## config.mk

```make
export PLATFORM = sky130hd
export DESIGN_NAME = core_ws_sequencer
export DESIGN_NICKNAME = d
export VERILOG_FILES = /design/src/rtl/core_ws_seq_pkg.sv /design/src/rtl/core_ws_sequencer_seq_step_counter.sv /design/src/rtl/core_ws_sequencer.sv
export SDC_FILE = /design/constraint.sdc
export NUM_CORES = 1
export LEC_CHECK = 0
export ABC_CLOCK_PERIOD_IN_PS = 6000
export CAP_MARGIN = 30
export CORE_UTILIZATION = 35
export DETAILED_ROUTE_END_ITERATION = 8
export PLACE_DENSITY = 0.61
export SLEW_MARGIN = 20
export SYNTH_ARGS = -nofsm -noshare
export SYNTH_HDL_FRONTEND = slang
export SYNTH_SLANG_ARGS = --single-unit
```

## constraint.sdc

```tcl
create_clock -name clk -period 6 [get_ports clk]
set_input_delay 0.9 -clock clk [delete_from_list [all_inputs] [get_ports clk]]
set_output_delay 0.9 -clock clk [all_outputs]
set_load 0.03 [all_outputs]
```

## src/rtl/core_ws_seq_pkg.sv

```systemverilog
// Shared types and instruction-word layout for the weight-stationary sequencer.
// Optional run-cycle counter is enabled by CORE_WS_SEQ_PERF_CNT_EN in the top.
package core_ws_seq_pkg;

    typedef enum logic [2:0] {
        S_IDLE    = 3'd0,
        S_WFETCH  = 3'd1,
        S_WLOAD   = 3'd2,
        S_ACT     = 3'd3,
        S_READOUT = 3'd4,
        S_DONE    = 3'd5
    } state_t;

    localparam int B_ALL_ROW_MODE = 37;
    localparam int B_L0_RD_MODE   = 36;
    localparam int B_MODE         = 35;
    localparam int B_DATA_MODE    = 34;
    localparam int B_ACC          = 33;
    localparam int B_CEN_PMEM     = 32;
    localparam int B_WEN_PMEM     = 31;
    localparam int B_A_PMEM_HI    = 30;
    localparam int B_A_PMEM_LO    = 20;
    localparam int B_CEN_XMEM     = 19;
    localparam int B_WEN_XMEM     = 18;
    localparam int B_A_XMEM_HI    = 17;
    localparam int B_A_XMEM_LO    = 7;
    localparam int B_OFIFO_RD     = 6;
    localparam int B_IFIFO_WR     = 5;
    localparam int B_IFIFO_RD     = 4;
    localparam int B_L0_RD        = 3;
    localparam int B_L0_WR        = 2;
    localparam int B_EXECUTE      = 1;
    localparam int B_LOAD         = 0;

    // SRAMs deselected and write-disabled, core left in mode 1
    localparam logic [37:0] IDLE_INST =
        (38'd1 << B_MODE)     |
        (38'd1 << B_CEN_PMEM) |
        (38'd1 << B_WEN_PMEM) |
        (38'd1 << B_CEN_XMEM) |
        (38'd1 << B_WEN_XMEM);

endpackage

```

## src/rtl/core_ws_sequencer_seq_step_counter.sv

```systemverilog
// Loadable up-counter with a terminal-count compare, used for phase
// cycle counting and for the output-FIFO read count.
module seq_step_counter #(
    parameter int W = 11
) (
    input  logic         clk,
    input  logic         rst_n,
    input  logic         i_load,
    input  logic [W-1:0] i_val,
    input  logic         i_en,
    input  logic [W-1:0] i_term,
    output logic [W-1:0] o_cnt,
    output logic         o_hit
);

    logic [W-1:0] r_cnt;

    always_ff @(posedge clk or negedge rst_n) begin
        if (!rst_n) begin
            r_cnt <= '0;
        end else if (i_load) begin
            r_cnt <= i_val;
        end else if (i_en) begin
            r_cnt <= r_cnt + 1'b1;
        end
    end

    assign o_cnt = r_cnt;
    assign o_hit = (r_cnt == i_term);

endmodule

```

## src/rtl/core_ws_sequencer.sv

```systemverilog
// Weight-stationary run controller producing the core instruction word.
// Define CORE_WS_SEQ_PERF_CNT_EN to add the run_cycles busy counter.
module core_ws_sequencer
    import core_ws_seq_pkg::*;
#(
    parameter int ROW    = 8,
    parameter int COL    = 8,
    parameter int ADDR_W = 11,
    parameter int INST_W = 38
) (
    input  logic              clk,
    input  logic              reset,
    input  logic              start,
    input  logic [ADDR_W-1:0] w_base,
    input  logic [ADDR_W-1:0] x_base,
    input  logic [ADDR_W-1:0] n_act,
    input  logic              ofifo_valid,
`ifdef CORE_WS_SEQ_PERF_CNT_EN
    output logic [31:0]       run_cycles,
`endif
    output logic [INST_W-1:0] inst,
    output logic              busy,
    output logic              done
);

    state_t              r_state;
    state_t              w_nstate;
    logic [ADDR_W-1:0]   r_wbase;
    logic [ADDR_W-1:0]   r_xbase;
    logic [ADDR_W-1:0]   r_nact;
    logic [INST_W-1:0]   r_inst;
    logic                r_busy;
    logic                r_done;

    logic                w_accept;
    logic                w_phase_ld;
    logic                w_phase_en;
    logic [ADDR_W-1:0]   w_ph_cnt;
    logic [ADDR_W-1:0]   w_ph_term;
    logic                w_ph_hit;
    logic [ADDR_W-1:0]   w_ncnt;
    logic [ADDR_W-1:0]   w_rd_cnt;
    logic                w_rd_hit;
    logic                w_ofifo_rd;
    logic [ADDR_W-1:0]   w_wb;
    logic [INST_W-1:0]   w_ninst;

    assign w_accept   = (r_state == S_IDLE) && start;
    assign w_phase_ld = (w_nstate != r_state);
    assign w_phase_en = (r_state != S_IDLE);
    assign w_ncnt     = w_phase_ld ? '0 : w_ph_cnt + 1'b1;
    assign w_wb       = (r_state == S_IDLE) ? w_base : r_wbase;

    // FIFO read is qualified by the live valid so no result is skipped
    assign w_ofifo_rd = (r_state == S_READOUT) && ofifo_valid
                        && (w_rd_cnt < r_nact);

    always_comb begin
        w_ph_term = '0;
        unique case (r_state)
            S_WFETCH: w_ph_term = ADDR_W'(ROW);
            S_WLOAD:  w_ph_term = ADDR_W'(ROW + COL - 2);
            S_ACT:    w_ph_term = r_nact;
            default:  w_ph_term = '0;
        endcase
    end

    always_comb begin
        w_nstate = r_state;
        unique case (r_state)
            S_IDLE: begin
                if (start) w_nstate = S_WFETCH;
            end
            S_WFETCH: begin
                if (w_ph_hit) w_nstate = S_WLOAD;
            end
            S_WLOAD: begin
                if (w_ph_hit)
                    w_nstate = (r_nact != '0) ? S_ACT : S_DONE;
            end
            S_ACT: begin
                if (w_ph_hit) w_nstate = S_READOUT;
            end
            S_READOUT: begin
                if (w_ofifo_rd && w_rd_hit) w_nstate = S_DONE;
            end
            S_DONE:  w_nstate = S_IDLE;
            default: w_nstate = S_IDLE;
        endcase
    end

    always_comb begin
        w_ninst = IDLE_INST;
        unique case (w_nstate)
            S_WFETCH: begin
                w_ninst[B_DATA_MODE] = 1'b1;
                if (w_ncnt < ADDR_W'(ROW)) begin
                    w_ninst[B_CEN_PMEM] = 1'b0;
                    w_ninst[B_A_PMEM_HI:B_A_PMEM_LO] = w_wb + w_ncnt;
                end
                if (w_ncnt != '0) w_ninst[B_L0_WR] = 1'b1;
            end
            S_WLOAD: begin
                w_ninst[B_DATA_MODE] = 1'b1;
                w_ninst[B_LOAD]      = 1'b1;
                if (w_ncnt < ADDR_W'(ROW)) w_ninst[B_L0_RD] = 1'b1;
            end
            S_ACT: begin
                if (w_ncnt < r_nact) begin
                    w_ninst[B_CEN_XMEM] = 1'b0;
                    w_ninst[B_A_XMEM_HI:B_A_XMEM_LO] = r_xbase + w_ncnt;
                end
                if (w_ncnt != '0) begin
                    w_ninst[B_L0_WR]   = 1'b1;
                    w_ninst[B_L0_RD]   = 1'b1;
                    w_ninst[B_EXECUTE] = 1'b1;
                end
            end
            S_READOUT: begin
                w_ninst[B_EXECUTE] = 1'b1;
            end
            default: w_ninst = IDLE_INST;
        endcase
        w_ninst[B_ALL_ROW_MODE] = 1'b0;
        w_ninst[B_L0_RD_MODE]   = 1'b0;
        w_ninst[B_ACC]          = 1'b0;
        w_ninst[B_IFIFO_WR]     = 1'b0;
        w_ninst[B_IFIFO_RD]     = 1'b0;
        w_ninst[B_OFIFO_RD]     = 1'b0;
    end

    always_ff @(posedge clk or negedge reset) begin
        if (!reset) begin
            r_state <= S_IDLE;
            r_wbase <= '0;
            r_xbase <= '0;
            r_nact  <= '0;
            r_inst  <= IDLE_INST;
            r_busy  <= 1'b0;
            r_done  <= 1'b0;
        end else begin
            r_state <= w_nstate;
            r_inst  <= w_ninst;
            r_busy  <= (w_nstate != S_IDLE) && (w_nstate != S_DONE);
            r_done  <= (w_nstate == S_DONE);
            if (w_accept) begin
                r_wbase <= w_base;
                r_xbase <= x_base;
                r_nact  <= n_act;
            end
        end
    end

    seq_step_counter #(.W(ADDR_W)) u_phase_cnt (
        .clk    (clk),
        .rst_n  (reset),
        .i_load (w_phase_ld),
        .i_val  ('0),
        .i_en   (w_phase_en),
        .i_term (w_ph_term),
        .o_cnt  (w_ph_cnt),
        .o_hit  (w_ph_hit)
    );

    seq_step_counter #(.W(ADDR_W)) u_rd_cnt (
        .clk    (clk),
        .rst_n  (reset),
        .i_load (w_accept),
        .i_val  ('0),
        .i_en   (w_ofifo_rd),
        .i_term (r_nact - 1'b1),
        .o_cnt  (w_rd_cnt),
        .o_hit  (w_rd_hit)
    );

`ifdef CORE_WS_SEQ_PERF_CNT_EN
    logic [31:0] r_run_cycles;

    always_ff @(posedge clk or negedge reset) begin
        if (!reset) begin
            r_run_cycles <= '0;
        end else if (w_accept) begin
            r_run_cycles <= '0;
        end else if (r_busy && (r_run_cycles != '1)) begin
            r_run_cycles <= r_run_cycles + 1'b1;
        end
    end

    assign run_cycles = r_run_cycles;
`endif

    always_comb begin
        inst             = r_inst;
        inst[B_OFIFO_RD] = w_ofifo_rd;
    end

    assign busy = r_busy;
    assign done = r_done;

endmodule

```

* After elaboration in Yosys (flattened, before gate mapping)
Cells that the tools add are included.
Storage, ports and cells: memories kept 0, bits in read-only memories 0, bits in registers 89, RAM bits 0, output and inout bits 40, bits in latches 0
Operators by class: shifts and indexed selects 0, reduce and logical (&&, ||, !) cells 13, eq/ne operators 13, $mul 0, $lt $le $gt $ge 3, bitwise operators 0, divide/modulo/power cells 0, mux-type cells 30, $add $sub $neg 5
Operators by type and width (count):
- two-way mux 11 bit | 10
- case mux 11 bit (3 select lines) | 1
- adder 11 x 1 -> 11 bit, second input constant | 2
- adder 11 bit | 2
- == test 11 bit | 2
- less-than comparator 11 bit | 2
- nonzero test 11 bit | 2
- two-way mux 3 bit | 7
- case mux 3 bit (5 select lines) | 1
- == test 3 x 2 -> 1 bit, second input constant | 4
- less-than comparator 11 x 4 -> 1 bit, second input constant | 1
- subtractor 11 x 1 -> 11 bit, second input constant | 1
- == test 3 bit, second input constant | 3
- two-way mux 1 bit | 8
- == test 3 x 1 -> 1 bit, second input constant | 2
- case mux 1 bit (2 select lines) | 3
- nonzero test 3 bit | 2
- logical AND 1 bit | 5
- nonzero test 2 bit | 2
- logical NOT 3 bit | 1
- inequality test 3 bit | 1
- inequality test 3 bit, second input constant | 1
- OR reduction 2 bit | 1

* Logic depth before layout (Yosys ltp)
Gate-level depths: netlist of the first run.
depth after elaboration 11, depth in mapped cells 24

* Hierarchy
Synthesis of the first run repeated with hierarchy kept, for this count alone.
Second synthesis, totals: cell total of the unflattened synthesis 644, area, all modules 6063.3 sq um
By module, submodules not included:
- core_ws_sequencer | area an instance 4546.9 sq um, cells an instance 476, times used 1
- seq_step_counter | area an instance 758.2 sq um, cells an instance 84, times used 2

* Least setup slack after synthesis of the first run
Ideal clock, no wire load.
path type flip-flop to flip-flop, start register r_nact[8], end register r_inst[17], path buffers 2, data arrival time 4.711 ns, data required time 5.921 ns, stages on the path, launching flop included 23, slack 1.209 ns, cells stage by stage dfrtp_1 -> inv_1 -> ha_1 -> a21o_1 -> a21o_1 -> a211oi_1 -> o21a_1 -> clkbuf_1 -> o2111a_2 -> a211oi_2 -> o21ai_2 -> buf_2 -> nor2_1 -> ha_1 -> fa_1 -> a21o_1 -> a21oi_1 -> o21bai_1 -> a2111o_1 -> and3_1 -> a311o_1 -> nand4bb_1 -> mux2i_1
Between the ends: cells in the longest elaborated chain, start to end 10
Ends and longest elaborated chain:
- from (decl) | line core_ws_sequencer.sv:30 | logic [ADDR_W-1:0] r_nact;
- from (signal assigned) | line core_ws_sequencer.sv:149 | r_nact <= n_act;
- less-than comparator 11 bit * | line core_ws_sequencer.sv:56 | && (w_rd_cnt < r_nact);
- logical AND 1 bit * | line core_ws_sequencer.sv:56
- net u_rd_cnt.i_en | line core_ws_sequencer_seq_step_counter.sv:10 | input logic i_en,
- logical AND 1 bit * | line core_ws_sequencer.sv:85 | if (w_ofifo_rd && w_rd_hit) w_nstate = S_DONE;
- two-way mux 3 bit * | line core_ws_sequencer.sv:85
- case mux 3 bit (5 select lines) * | line core_ws_sequencer.sv:70 | unique case (r_state)
- inequality test 3 bit * | line core_ws_sequencer.sv:49 | assign w_phase_ld = (w_nstate != r_state);
- two-way mux 11 bit * | line core_ws_sequencer.sv:51 | assign w_ncnt = w_phase_ld ? '0 : w_ph_cnt + 1'b1;
- net w_ncnt[0] | line core_ws_sequencer.sv:41 | logic [ADDR_W-1:0] w_ncnt;
- adder 11 bit or less-than comparator 11 bit (tied branches) | line core_ws_sequencer.sv:111, core_ws_sequencer.sv:109
- two-way mux 11 bit * | line core_ws_sequencer.sv:109 | if (w_ncnt < r_nact) begin
- two-way mux 11 bit * | line core_ws_sequencer.sv:94 | unique case (w_nstate)
- net w_ninst[17] | line core_ws_sequencer.sv:46 | logic [INST_W-1:0] w_ninst;
- to (signal assigned) | line core_ws_sequencer.sv:143 | r_inst <= w_ninst;
- to (decl) | line core_ws_sequencer.sv:31 | logic [INST_W-1:0] r_inst;
Mark *: on every way through the listed nets, which the timed path passes. The rest lies on a longest branch. A chain may end at the register's enable or synchronous reset.

* Worst setup path after layout of the first run
start register r_nact[1], end register r_inst[17]
Between the ends: cells in the longest elaborated chain, start to end 10
Ends and longest elaborated chain (line):
- subtractor 11 x 1 -> 11 bit or less-than comparator 11 bit (tied branches) | core_ws_sequencer.sv:171, core_ws_sequencer.sv:56
- == test 11 bit or logical AND 1 bit (tied branches) | core_ws_sequencer_seq_step_counter.sv:29, core_ws_sequencer.sv:56
- logical AND 1 bit | core_ws_sequencer.sv:85
- two-way mux 3 bit | core_ws_sequencer.sv:85
- case mux 3 bit (5 select lines) * | core_ws_sequencer.sv:70
- inequality test 3 bit * | core_ws_sequencer.sv:49
- two-way mux 11 bit * | core_ws_sequencer.sv:51
- net w_ncnt[0] | core_ws_sequencer.sv:41
- adder 11 bit or less-than comparator 11 bit (tied branches) | core_ws_sequencer.sv:111, core_ws_sequencer.sv:109
- two-way mux 11 bit * | core_ws_sequencer.sv:109
- two-way mux 11 bit * | core_ws_sequencer.sv:94
- net w_ninst[17] | core_ws_sequencer.sv:46
Marks and branches as above.

==> results of run 1 <==
## power by group through the flow
stage | Clock (mW) | Combinational [mW] | Sequential [mW]
finish | 0.626 | 1.98 | 1.03
global route | 0.665 | 2.22 | 1.06
CTS | 0.639 | 1.99 | 1.03
detailed placement | 0 | 1.98 | 1.04
global placement | 0 | 1.97 | 1.03
floorplan | 0 | 1.42 | 1.07
## cells in the mapped netlist (11+ instances only)
| library cell | n | area, um2 |
|---|---|---|
| a21o_1 | 12 | 90.1 |
| a21oi_1 | 31 | 155 |
| buf_2 | 13 | 65.1 |
| clkbuf_1 | 11 | 41.3 |
| dfrtp_1 | 87 | 2180 |
| ha_1 | 44 | 551 |
| inv_1 | 33 | 124 |
| mux2_2 | 22 | 248 |
| nand2_1 | 76 | 285 |
| nand3_1 | 16 | 80.1 |
| nand4_1 | 13 | 81.3 |
| nor2_1 | 77 | 289 |
| nor3_1 | 25 | 125 |
| o21ai_0 | 26 | 130 |
| xnor2_1 | 38 | 333 |
| xor2_1 | 19 | 166 |
## final timing paths
kind | from | endpoint | slack, ns | depth (start not counted)
setup / recovery | r_nact[1] | r_inst[17] | 0.67 | 19
hold / removal | reset | u_rd_cnt.o_cnt[3] | 0.49 | 1
setup reg to reg | r_nact[1] | r_inst[17] | 0.67 | 19
hold reg to reg | r_wbase[1] | r_wbase[1] | 0.51 | 1
max in group asynchronous | reset | r_inst[13] | 4.47 | 2
min in group clk | r_wbase[1] | r_wbase[1] | 0.51 | 1
## layer usage
metal,part of all wire,vias to the layer above,global-route usage
met1,0.50,2279,0.247
met3,0.039,19,0.0304
met5,0,-,0
li1,-,2449,-
met4,0.017,0,0.0562
met2,0.45,109,0.259
## area by class of cell
type                    count  area share
flip-flops and latches     89       0.312
multi-input cells         515       0.486
repair buffers             72      0.0990
inverters                  36      0.0192
clock inverters             7      0.0140
well taps                 220      0.0385
clock buffers               9      0.0315
## sequential cells by signal, indices dropped and copies added, names as in the netlist
signal             count
busy                   1
u_phase_cnt.o_cnt     11
u_rd_cnt.o_cnt        11
r_xbase               11
done                   1
r_inst                29
r_state                3
r_wbase               11
r_nact                11
## worst register-to-register path, stage by stage, from the launching register on
cell       delay (ns)
dfrtp_1          0.46
inv_1            0.18
ha_1             0.43
a41oi_1          0.16
or4_1            0.41
nor4_1           0.26
o2111a_2         0.30
a211oi_2         0.07
o21ai_2          0.43
nor2_1           0.12
ha_1             0.23
fa_1             0.40
a21o_1           0.19
a21oi_1          0.24
o21bai_1         0.12
a2111o_1         0.43
and3_1           0.15
a311o_1          0.31
nand4bb_1        0.19
mux2i_1          0.17
## kinds of logic (layout without fill, tap and decap cells)
family                   count (synthesis)  in the layout  share of synthesized area
XOR/XNOR                                57             57                     0.0827
multiplexers                            25             25                     0.0460
AND/OR/NAND/NOR                        255            255                      0.205
adder cells (fa/ha/maj)                 46             46                     0.0978
AO/OA/AOI/OAI                          124            124                      0.140
buffers and inverters                   76            124                     0.0587
flip-flops                              89             89                      0.369
other                                    2              8                    0.00124
==> flow_summary.yaml, run 1 <==
worst_setup_path:
  worst_setup_path_end_kind: "register"
  arrival_ns: 5.60
  cp_top_family: "compound AO/OA/AOI/OAI gates"
  cp_slowest_cell: "dfrtp_1"
  critPathMaxStageDelay_ns: 0.46
  cp.required_ns: 6.27
  critPathLaunchType: "register"
  worst-setup-path-type: "register to register"
  cp_max_fo: 12
  cpMostUsedCell: "ha_1"
  crit_chain: "inv_1, ha_1, a41oi_1, or4_1, nor4_1, o2111a_2, a211oi_2, o21ai_2, nor2_1, ha_1, fa_1, a21o_1, a21oi_1, o21bai_1, a2111o_1, and3_1, a311o_1, nand4bb_1, mux2i_1"
  crit_buf_inv: 1
clock_network:
  clk_pin_slew_ns: 0.07
  postCtsSetupRepairBufs: 0
  numCtsBuffers: 9
  cts-resized-gates: 0
  cts_tree: "built"
  cts.sinks: 89
  htree_levels: 3
  root_buffer: "clkbuf_16"
  clk_latency_ns: 0.36
  clock_path_buffers: 2
  cts.hold.buffers_added: 0
finish:
  final_cell_area_um2: 7160
  num_antenna_cells: 0
  multi_input_area_um2: 3480
  final_cell_mix: "dfrtp_1, nor2_1, nand2_1, clkdlybuf4s50_1, ha_1"
  fillers: 1653
  seq_area_um2: 2230
  drive_gt1_frac: 0.0838
  syn_to_final_growth_pct: 18.6
  fin_cells: 948
  nets: 806
  final_core_util: 0.429
  layout_commonest_cell: "dfrtp_1"
place:
  placed_cells: 932
  io_buffers: 68
  dp_hpwl_um: 10900
  dpl_cell_area_um2: 6830
  place_ws_ns: 0.543
  gp_congestion: 0.821
yosys:
  synth_edf_count: 0
  synthFlopType: "dfrtp_1"
  yosysUniqueCellTypes: 74
  netlist_area_um2: 6040
  async_flop_share: 1.00
  ys_ff_latch: 89
  ys_seq_area_frac: 0.369
  synthCells: 674
  synth_warnings: 0
  syn_area_per_cell_um2: 8.96
global_routing:
  antenna_found_initial: 0
  track_usage: 0.172
  grt_max_degree: 52
  grt_first_pass_wirelength_um: 23900
  overflow: 0
  grt_pass1_vias: 4618
detailed_routing:
  first_pass_iters: 5
  wire_per_inst_um: 15.3
  viasPerCell: 5.12
  vias: 4856
  wl_um: 14500
  drt_iter0_drc: 439
  ant_nets: 0
  drcViolationCount: 0
sta:
  setup_viol: 0
  tns_ns: 0
  hold_viol_final: 0
  finalCritPeriodShare: 0.888
  grt_setup_unrepaired: "no"
  relSlewSlack: 0.473
  slew_viol_final: 0
  finalWorstSetupSlack_ns: 0.669
  min_period_ns: 5.33
  max_freq_mhz: 188
  tightest_slew_ns: 0.786
  whs_ns: 0.491
  fin_skew_ns: 0.00930
pwr:
  power.total_mw: 3.64
  switching_share: 0.444
  vdd_ir_drop_max_mv: 0.197
  p_leak_nw: 3.18
  intPower_mw: 2.02
  power_density_nw_per_um2: 508
  clock_power_share: 0.172
  power_frac_comb: 0.545
  p_sw_mw: 1.61
  pwr-share-seq: 0.283
hold_path:
  holdCritPathClass: "primary input to asynchronous set/reset pin"
floorplanning:
  dieArea_um2: 17800
  num_rows: 47
  die_height_um: 133
  ios: 77
  fp.coreArea_um2: 16700
  die_w_um: 133
  initial_core_util: 0.361
outcome:
  outcome: "complete, no violations"
flow_run:
  drv_cap: 0
Power figures use the tool's default switching activity.
==> inputs of run 2 (changes only) <==
==> constraint.sdc (replaced) <==
create_clock -name clk -period 6 [get_ports clk]
set_input_delay 1.2 -clock clk [delete_from_list [all_inputs] [get_ports clk]]
set_output_delay 1.2 -clock clk [all_outputs]
set_load 0.03 [all_outputs]
==> run 2 against run 1 <==
  * Via count is 0.99% lower
  * First-iteration DRC count down 6.2%
  * Non-clock buffer count grew 1
  * Critical path depth stayed put
  * Combinational power about the same
  * Total power rose by 1.0%
  * Worst hold slack better by 0.018 ns
  * Register-to-register slack better by 0.06 ns
  * Fmax rose by 1.1%
  * Critical endpoint unchanged
  * Largest power group unchanged
==> flow_summary.yaml, run 2 (synthesized netlist as in run 1, its figures left out) <==
finish:
  layout_commonest_cell: "dfrtp_1"
  drive_gt1_frac: 0.0837
  final_core_util: 0.429
  final_cell_mix: "dfrtp_1, nor2_1, nand2_1, clkdlybuf4s50_1, ha_1"
  top_register: "r_inst"
  largest_register_ffs: 29
  syn_to_final_growth_pct: 18.8
  fillers: 1640
  num_antenna_cells: 0
  nets: 807
worst_setup_path:
  arrival_ns: 5.54
  cp.required_ns: 6.27
  worst-setup-path-type: "register to register"
  worst_setup_path_end_kind: "register"
  critPathMaxStageDelay_ns: 0.48
  cp_slowest_cell: "dfrtp_1"
  critPathLaunchType: "register"
  crit_buf_inv: 2
  crit_chain: "inv_1, ha_1, a41oi_1, or4_1, nor4_1, o2111a_2, a211oi_2, o21ai_2, buf_4, nor2_1, fa_1, a21o_1, a21oi_1, o21bai_1, a2111o_1, and3_1, a311o_1, nand4bb_1, mux2i_1"
  cp_top_family: "compound AO/OA/AOI/OAI gates"
  cp_max_fo: 19
outcome:
  outcome: "complete, no violations"
floorplanning:
  initial_core_util: 0.361
  num_rows: 47
  ios: 77
  die_w_um: 133
  dieArea_um2: 17800
  fp.coreArea_um2: 16700
  die_height_um: 133
sta:
  max_freq_mhz: 190
  setup_viol: 0
  grt_setup_unrepaired: "no"
  min_period_ns: 5.27
  tns_ns: 0
  tightest_slew_ns: 0.753
  slew_viol_final: 0
  fin_skew_ns: 0.0101
  hold_viol_final: 0
  finalCritPeriodShare: 0.879
  relSlewSlack: 0.497
place:
  gp_congestion: 0.877
  dp_hpwl_um: 11000
  io_buffers: 68
global_routing:
  track_usage: 0.175
  grt_max_degree: 56
  grt_first_pass_wirelength_um: 24400
  overflow: 0
  antenna_found_initial: 0
  grt_pass1_vias: 4681
pwr:
  p_sw_mw: 1.63
  switching_share: 0.444
  power_frac_comb: 0.547
  clock_power_share: 0.172
  vdd_ir_drop_max_mv: 0.193
  power_density_nw_per_um2: 512
  pwr-share-seq: 0.282
  p_leak_nw: 3.19
  intPower_mw: 2.04
  power.total_mw: 3.67
clock_network:
  clk_latency_ns: 0.36
  postCtsSetupRepairBufs: 0
  clk_pin_slew_ns: 0.07
  cts_tree: "built"
  cts.hold.buffers_added: 0
  clock_path_buffers: 2
  cts-resized-gates: 0
  htree_levels: 3
  cts.sinks: 89
  root_buffer: "clkbuf_16"
  numCtsBuffers: 9
detailed_routing:
  wire_per_inst_um: 15.6
  first_pass_iters: 4
  ant_nets: 0
  wl_um: 14800
  drcViolationCount: 0
  viasPerCell: 5.07
  drt_iter0_drc: 412
  vias: 4808
flow_run:
  drv_cap: 0
hold_path:
  holdCritPathClass: "register to register"
run 2: power by group through the flow:
| stage | logic (mW) | clock network [mW] | registers [mW] |
|---|---|---|---|
| after floorplan | 1.42 | 0 | 1.07 |
| after global placement | 1.99 | 0 | 1.04 |
| after detailed placement | 2.00 | 0 | 1.04 |
| after CTS | 2.02 | 0.639 | 1.03 |
| after global routing | 2.23 | 0.663 | 1.07 |
| final | 2.01 | 0.630 | 1.03 |
run 2: layer usage:
metal,GRT usage,vias to the layer above,part of all wire
met5,0,-,0
met4,0.0473,0,0.012
met3,0.0365,11,0.038
met2,0.279,94,0.47
met1,0.240,2256,0.48
li1,-,2447,-
run 2: metrics by stage:
step           hold WS [ns]  instance area (um2)  worst slack (ns)  cells
5_1_grt               0.519                 7170             0.284    949
3_3_place_gp          0.490                 6840             0.653    933
3_5_place_dp          0.495                 6840             0.501    933
4_1_cts               0.511                 7170             0.717    949
6_report              0.508                 7170             0.728    949
2_1_floorplan         0.481                 6060              1.08    680
run 2: final timing paths:
kind | start | endpoint | slack (ns) | cells after the start
worst min-delay path | r_wbase[4] | r_wbase[4] | 0.51 | 1
max in group asynchronous | reset | r_inst[13] | 4.15 | 2
min in group asynchronous | reset | u_rd_cnt.o_cnt[1] | 0.79 | 1
worst min register to register | r_wbase[4] | r_wbase[4] | 0.51 | 1
worst max register to register | r_nact[0] | r_inst[17] | 0.73 | 19
worst max-delay path | r_nact[0] | r_inst[17] | 0.73 | 19
run 2: cell type report:
cell class,count,area [um2],share of cell area
multi-input cells,515,3480,0.486
flip-flops and latches,89,2230,0.311
repair buffers,73,716,0.0998
well taps,220,275,0.0384
clock buffers,11,243,0.0339
inverters,36,138,0.0192
clock inverters,5,86.3,0.0120
